File: config.mk
export PLATFORM = sky130hd
export DESIGN_NAME = thingamajig_demux
export DESIGN_NICKNAME = d
export VERILOG_FILES = /design/src/rtl/thingamajig_pkg.sv /design/src/rtl/thingamajig_hold_reg.sv /design/src/rtl/thingamajig_demux.sv
export SDC_FILE = /design/constraint.sdc
export NUM_CORES = 1
export LEC_CHECK = 0
export CORE_MARGIN = 4
export CORE_UTILIZATION = 34
export CTS_BUF_LIST = sky130_fd_sc_hd__clkbuf_4
export CTS_CLUSTER_DIAMETER = 40
export DETAILED_ROUTE_END_ITERATION = 10
export SETUP_SLACK_MARGIN = 0.5
export SLEW_MARGIN = 20
export SYNTH_ARGS = -nofsm -noshare
export SYNTH_HDL_FRONTEND = slang
export SYNTH_SLANG_ARGS = --single-unit
File: constraint.sdc
create_clock -name clk -period 4.5 [get_ports clk]
set_clock_uncertainty 0.2 [all_clocks]
set_input_delay 0.9 -clock clk [delete_from_list [all_inputs] [get_ports clk]]
set_output_delay 0.9 -clock clk [all_outputs]
set_load 0.02 [all_outputs]
File: src/rtl/thingamajig_pkg.sv
// Shared constants for the thingamajig demux.
// Holds the route-select codes and the default data and counter widths.
package thingamajig_pkg;

  localparam logic [1:0] SEL_A    = 2'b00;
  localparam logic [1:0] SEL_B    = 2'b01;
  localparam logic [1:0] SEL_C    = 2'b10;
  localparam logic [1:0] SEL_DROP = 2'b11;

  localparam int DW_IN  = 6;
  localparam int DW_OUT = 4;
  localparam int CNT_W  = 8;

endpackage

File: src/rtl/thingamajig_hold_reg.sv
// One-entry valid/ready holding register for a single output channel.
// Ports:
//   clk, rst       clock and asynchronous active-high reset
//   load           write load_data this cycle (upstream already saw room)
//   load_data      word to hold
//   ready          downstream consumer accepts
//   valid, data    registered channel outputs
module thingamajig_hold_reg #(
  parameter int DW = 4
) (
  input  logic          clk,
  input  logic          rst,
  input  logic          load,
  input  logic [DW-1:0] load_data,
  input  logic          ready,
  output logic          valid,
  output logic [DW-1:0] data
);

  // A load wins over a drain, so a coincident drain+load keeps valid high
  // and the channel sustains one beat per cycle. A plain drain keeps data.
  always_ff @(posedge clk or posedge rst) begin
    if (rst) begin
      valid <= 1'b0;
      data  <= '0;
    end else if (load) begin
      valid <= 1'b1;
      data  <= load_data;
    end else if (valid && ready) begin
      valid <= 1'b0;
    end
  end

endmodule

File: src/rtl/thingamajig_demux.sv
// 1:3 demux: routes one tagged input beat to channel a, b or c, narrowing
// the word from DW_IN to DW_OUT bits. Select code 11 drops the beat and
// bumps a saturating counter.
// Ports:
//   clk, rst                    clock and asynchronous active-high reset
//   in_valid/in_ready/in_data   input handshake and word
//   in_sel                      00 a, 01 b, 10 c, 11 drop
//   {a,b,c}_valid/ready/data    output channel handshakes and words
//   trunc_err                   one-cycle pulse: a routed beat lost upper bits
//   drop_clr                    synchronous clear of drop_cnt (wins over a drop)
//   drop_cnt                    saturating count of dropped beats
module thingamajig_demux #(
  parameter int DW_IN  = thingamajig_pkg::DW_IN,
  parameter int DW_OUT = thingamajig_pkg::DW_OUT,
  parameter int CNT_W  = thingamajig_pkg::CNT_W
) (
  input  logic              clk,
  input  logic              rst,
  input  logic              in_valid,
  output logic              in_ready,
  input  logic [DW_IN-1:0]  in_data,
  input  logic [1:0]        in_sel,
  output logic              a_valid,
  input  logic              a_ready,
  output logic [DW_OUT-1:0] a_data,
  output logic              b_valid,
  input  logic              b_ready,
  output logic [DW_OUT-1:0] b_data,
  output logic              c_valid,
  input  logic              c_ready,
  output logic [DW_OUT-1:0] c_data,
  output logic              trunc_err,
  input  logic              drop_clr,
  output logic [CNT_W-1:0]  drop_cnt
);

  import thingamajig_pkg::*;

  logic accept;
  logic load_a, load_b, load_c, drop_acc;
  logic upper_nz;

  // Only the addressed channel gates acceptance; drops are always taken.
  always_comb begin
    in_ready = 1'b1;
    case (in_sel)
      SEL_A:   in_ready = !a_valid || a_ready;
      SEL_B:   in_ready = !b_valid || b_ready;
      SEL_C:   in_ready = !c_valid || c_ready;
      default: in_ready = 1'b1;
    endcase
  end

  assign accept   = in_valid && in_ready;
  assign load_a   = accept && (in_sel == SEL_A);
  assign load_b   = accept && (in_sel == SEL_B);
  assign load_c   = accept && (in_sel == SEL_C);
  assign drop_acc = accept && (in_sel == SEL_DROP);
  assign upper_nz = |in_data[DW_IN-1:DW_OUT];

  thingamajig_hold_reg #(.DW(DW_OUT)) u_hold_a (
    .clk(clk), .rst(rst), .load(load_a), .load_data(in_data[DW_OUT-1:0]),
    .ready(a_ready), .valid(a_valid), .data(a_data)
  );

  thingamajig_hold_reg #(.DW(DW_OUT)) u_hold_b (
    .clk(clk), .rst(rst), .load(load_b), .load_data(in_data[DW_OUT-1:0]),
    .ready(b_ready), .valid(b_valid), .data(b_data)
  );

  thingamajig_hold_reg #(.DW(DW_OUT)) u_hold_c (
    .clk(clk), .rst(rst), .load(load_c), .load_data(in_data[DW_OUT-1:0]),
    .ready(c_ready), .valid(c_valid), .data(c_data)
  );

  always_ff @(posedge clk or posedge rst) begin
    if (rst) begin
      trunc_err <= 1'b0;
      drop_cnt  <= '0;
    end else begin
      // Dropped beats are never routed, so their upper bits do not matter.
      trunc_err <= (load_a || load_b || load_c) && upper_nz;
      if (drop_clr)
        drop_cnt <= '0;
      else if (drop_acc && (drop_cnt != {CNT_W{1'b1}}))
        drop_cnt <= drop_cnt + CNT_W'(1);
    end
  end

endmodule
---- Word-level counts from Yosys, hierarchy flattened ----
Index checks and enable logic that the tools add are counted.
Widths: inputs -> output; s select.
word-level totals
  register bits ........................... 24
  bits of input ports ..................... 15
  logic and storage cells ................. 46
cells by class
  add/sub/neg operators ................... 1
  equal/unequal tests ..................... 4
  reduce and logical (&&, ||, !) cells .... 24
  multiplexer cells ....................... 9
operators with widths
  operator             count
  $mux 8               2
  $logic_and 1x1->1    10
  $add 8x1->8 const B  1
  $ne 8x8->1 const B   1
  $reduce_bool 2->1    4
  $mux 1               6
  $logic_or 1x1->1     5
  $eq 2x2->1 const B   2
  $logic_not 1->1      3
  $pmux 1 s3           1
  $eq 2x1->1 const B   1
  $logic_not 2->1      1
  $reduce_or 2->1      1

---- Logic depth before layout (Yosys ltp) ----
  word-level depth ........................ 8
  depth in mapped cells ................... 4
  mapped depth without buffers ............ 4

---- Modules after synthesis ----
Synthesis repeated with hierarchy kept, for this count alone.
second synthesis, totals
  cell total of the unflattened synthesis .. 95
  area, all modules ....................... 1,132.3 um^2
by module, submodules not included
  module                seq. area each (um^2)  area each (um^2)  cells each  times used
  thingamajig_demux     225.2                  573.0             59          1
  thingamajig_hold_reg  125.1                  186.4             12          3

---- Worst setup path before layout ----
No wires, ideal clock.
  path type ............................... input to output
  from .................................... input port in_sel[1]
  to ...................................... output port in_ready
  setup slack ............................. 1,606 ps
  required time ........................... 3,400 ps
  cell stages on the path ................. 4
  data arrival time ....................... 1,794 ps
  cell sequence ........................... buf_4 or3b_2 a21oi_1 a31oi_1
on the way
  cells in the longest elaborated chain, start to end .. 2
RTL lines
  element                                   RTL line                 source
  start: declaration                        thingamajig_demux.sv:22  input logic [1:0] in_sel,
  $eq 2x2->1, or another cell as far along  thingamajig_demux.sv:46  case (in_sel)
  $pmux 1 s3 *                              thingamajig_demux.sv:46
  end: declaration                          thingamajig_demux.sv:20  output logic in_ready,
Every way passes the cells marked *; elsewhere a longest branch is shown, timed or not.

---- Worst setup path after layout ----
Ends and elaborated chain as after synthesis.

==> out/results.txt <==
The run finished with clean final reports. The clock drives 24 sinks. Power density over the cells: 310.9 nW/µm². Setup repair after global routing left no endpoint under its margin. The most frequent standard cell in the layout excluding fill and tap cells was sky130_fd_sc_hd__clkdlybuf4s50_1.

Row generation in the floorplan step produced 21 rows. TritonCTS built the clock tree. The number of cells on the worst hold path is 1. In the layout the commonest cells are sky130_fd_sc_hd__clkdlybuf4s50_1, sky130_fd_sc_hd__dfrtp_1, sky130_fd_sc_hd__mux2_2, sky130_fd_sc_hd__nor2b_1. The tools report the endpoint of the most critical register-to-register path as drop_cnt[6]$_DFFE_PP0P_. 0 antenna diodes ended up in the layout.

The clock reaches the later pin of the worst-skew pair after 0.31 ns. In this run the worst hold path is classified as flop to flop. The number of gates resized after CTS was 0. Number of buffer cells added on primary ports: 39. The run gives 966 as the number of global-route vias before repair.

The number of nets in the layout was 154. VDD sags by at most 0.0001839 V. The core utilization of the finished layout was 0.4856. At the worst endpoint, the required time is 3.40 ns. The total count of hold-check failures in the final report was 0; the minimum hold slack was 0.3220 ns. The floorplan step set the die width to 66.91 µm.

The share of synthesized flip-flops with an asynchronous set or reset is 1.000. The tools report the initial antenna violation count as 0. For the total length of routed wires, the log shows 2605 µm. Summing every instance area after synthesis gives 1180 µm². In this run the remaining antenna-violating nets after routing total 0. Synthesis produced a netlist whose cell count is 98.

In this run the deepest clock path goes through 2 buffers. The number of flops mapped to enable cells by yosys was 0; the number of max-slew violations in the final report was 0. The netlist uses 35 different library cells.

For hold timing, the worst endpoint is u_hold_c.data[1]$_DFFE_PP0P_. The post-DP HPWL was 1941 µm; the remaining max-slew budget at the tightest pin was 0.3922. The total number of yosys warnings is 0, and the die boundary height is 66.91 µm.

For this run the aggregate overflow at the end of global routing stands at 0. The logs give 4477 µm² for the floorplan die area and 0 for the number of DRC violations after detailed routing. The tools report the master cell of the clock root buffer as sky130_fd_sc_hd__clkbuf_4. From synthesis to final layout, the design area changed by 37.33%. The run gives 0 as the post-CTS repair timing setup buffer count. The tools report the portion of the post-synthesis area used by sequential elements as 0.5090. The synthesized design contains 24 register bits. The layout cell share with drive strength beyond 1 was 0.1679. Synthesis produced a netlist with a net count of 114. The standby leakage power was 0.6889 nW; the transition at the pin with the smallest max-transition slack was 0.9107 ns. Clock edge transition at the registers on the reported setup and hold paths: 0.12 ns.

Entering global routing, the biggest net connects 25 pins. The post-layout minimum cycle time was 3.891 ns. The number of DRC markers in iteration 0 came out at 69. The routed length per instance was 14.23 µm; the routability congestion estimate from global placement was 0.8467. The run gives 328 as the filler cell count in the final layout.

For the worst flop-to-flop path, the logic depth is 4. The level count of the clock H-tree came out at 1. The part of the cycle the worst path needs was 0.8646; the first-pass iteration count of the detailed router was 4.

Max-cap violations in this run came to 0. The kind of launch point of the worst setup path was an input pin. Hold buffer count at cts: 0. The starting density of the core came out at 0.3536. The global router's overall resource usage is 0.1302. In this run the critical register-to-register path is launched from drop_cnt[0]$_DFFE_PP0P_.

The critical path in this run is classified as input pin to output pin. The first global-routing pass estimated 4450 µm of wire. The synthesized area divided by synthesized cell count was 12.04 µm².

For the count of pins on the block boundary, the log shows 40. Start point of the worst min-delay path: u_hold_c.data[1]$_DFFE_PP0P_. Data arrives at the worst endpoint at 2.79 ns.

In this run the register-to-register setup slack is 2.57 ns. The maximum fanout along the worst path works out to 10. STA classifies the critical path endpoint as an output pin. For the sum of negative setup slack, the log shows 0 ns. The total number of vias is 915. After floorplanning, the core was sized to cover 3337 µm².

For this run, the top clock speed supported by timing is 257.0 MHz. The predominant post-synthesis flop cell is sky130_fd_sc_hd__dfrtp_1. The final-report setup violation count is 0, and the number of buffers added by the clock tree synthesis step is 3. The per-cell via count in the routed design is 5.000.
## power breakdown
| part | leakage [nW] | internal (mW) | switching [mW] |
|---|---|---|---|
| combinational | 0.368 | 0.0833 | 0.0677 |
| sequential | 0.306 | 0.242 | 0.0153 |
| clock | 0.0154 | 0.0325 | 0.0635 |
| total | 0.689 | 0.357 | 0.146 |
## metal layers
metal  GRT usage  wire (µm)  up-vias
li1            -          -      438
met1      0.1598       1169      448
met2      0.2141       1257       25
met3     0.05059        148        4
met4     0.03038         30        0
met5           0          0        -
## kinds of logic (layout without fill, tap and decap cells)
kind of cell / after synthesis / in the layout / share of synthesized area
adders and majority gates: 1 / 1 / 0.01060
buffers and inverters: 8 / 47 / 0.04135
DFF: 24 / 24 / 0.5090
muxes: 16 / 16 / 0.1644
and+or+nand+nor: 36 / 36 / 0.1919
AOI/OAI and AO/OA: 13 / 13 / 0.08271
## sequential cells by signal, indices dropped and copies added, names as in the netlist
signal / cells
drop_cnt: 8
u_hold_a.data: 4
u_hold_b.data: 4
u_hold_c.data: 4
trunc_err: 1
u_hold_a.valid: 1
u_hold_b.valid: 1
u_hold_c.valid: 1
## cells in the mapped netlist (2+ instances only)
cell | count | share of area
sky130_fd_sc_hd__a31oi_1 | 2 | 0.011
sky130_fd_sc_hd__mux2_2 | 11 | 0.10
sky130_fd_sc_hd__dfrtp_1 | 24 | 0.51
sky130_fd_sc_hd__nor2_1 | 4 | 0.013
sky130_fd_sc_hd__nand2_1 | 5 | 0.016
sky130_fd_sc_hd__nor2b_1 | 6 | 0.032
sky130_fd_sc_hd__a211oi_1 | 3 | 0.019
sky130_fd_sc_hd__mux2_4 | 4 | 0.051
sky130_fd_sc_hd__nand4_1 | 5 | 0.027
sky130_fd_sc_hd__nor3_1 | 2 | 0.0085
sky130_fd_sc_hd__or2_2 | 2 | 0.011
sky130_fd_sc_hd__and4_1 | 2 | 0.015
sky130_fd_sc_hd__and3_1 | 2 | 0.011
sky130_fd_sc_hd__inv_1 | 4 | 0.013
sky130_fd_sc_hd__buf_6 | 2 | 0.019
## worst max-delay path by stage
stage               startpoint       end  slack (ns)  depth (start not counted)
detailed placement   in_sel[1]  in_ready        0.62                          5
global route         in_sel[1]  in_ready        0.50                          5
finish               in_sel[1]  in_ready        0.61                          5
global placement     in_sel[1]  in_ready        0.65                          5
floorplan            in_sel[1]  in_ready        1.61                          4
CTS                  in_sel[1]  in_ready        0.62                          5
## critical path, stage by stage
cell	delay [ns]
sky130_fd_sc_hd__clkdlybuf4s50_1	0.55
sky130_fd_sc_hd__or3b_2	0.52
sky130_fd_sc_hd__a21oi_1	0.20
sky130_fd_sc_hd__a31oi_1	0.06
sky130_fd_sc_hd__clkdlybuf4s50_1	0.56
## stage by stage
step / power (mW) / cell area (µm²) / cells / setup WS [ns]
floorplan: 0.3373 / 1180 / 98 / 1.606
global placement: 0.4116 / 1594 / 179 / 0.6473
detailed placement: 0.4130 / 1594 / 179 / 0.6216
CTS: 0.5116 / 1620 / 183 / 0.6158
global route: 0.5321 / 1620 / 183 / 0.5021
finish: 0.5037 / 1620 / 183 / 0.6094
## cell type report
class,instances,area (µm²),area share
Sequential cell,24,600.6,0.3707
Multi-Input combinational cell,66,530.5,0.3274
Timing Repair Buffer,39,390.4,0.2409
Tap cell,46,57.56,0.03552
Clock buffer,3,22.52,0.01390
Inverter,4,15.01,0.009266
Clock inverter,1,3.754,0.002317
Note: power is estimated with default switching activity, not from simulation.
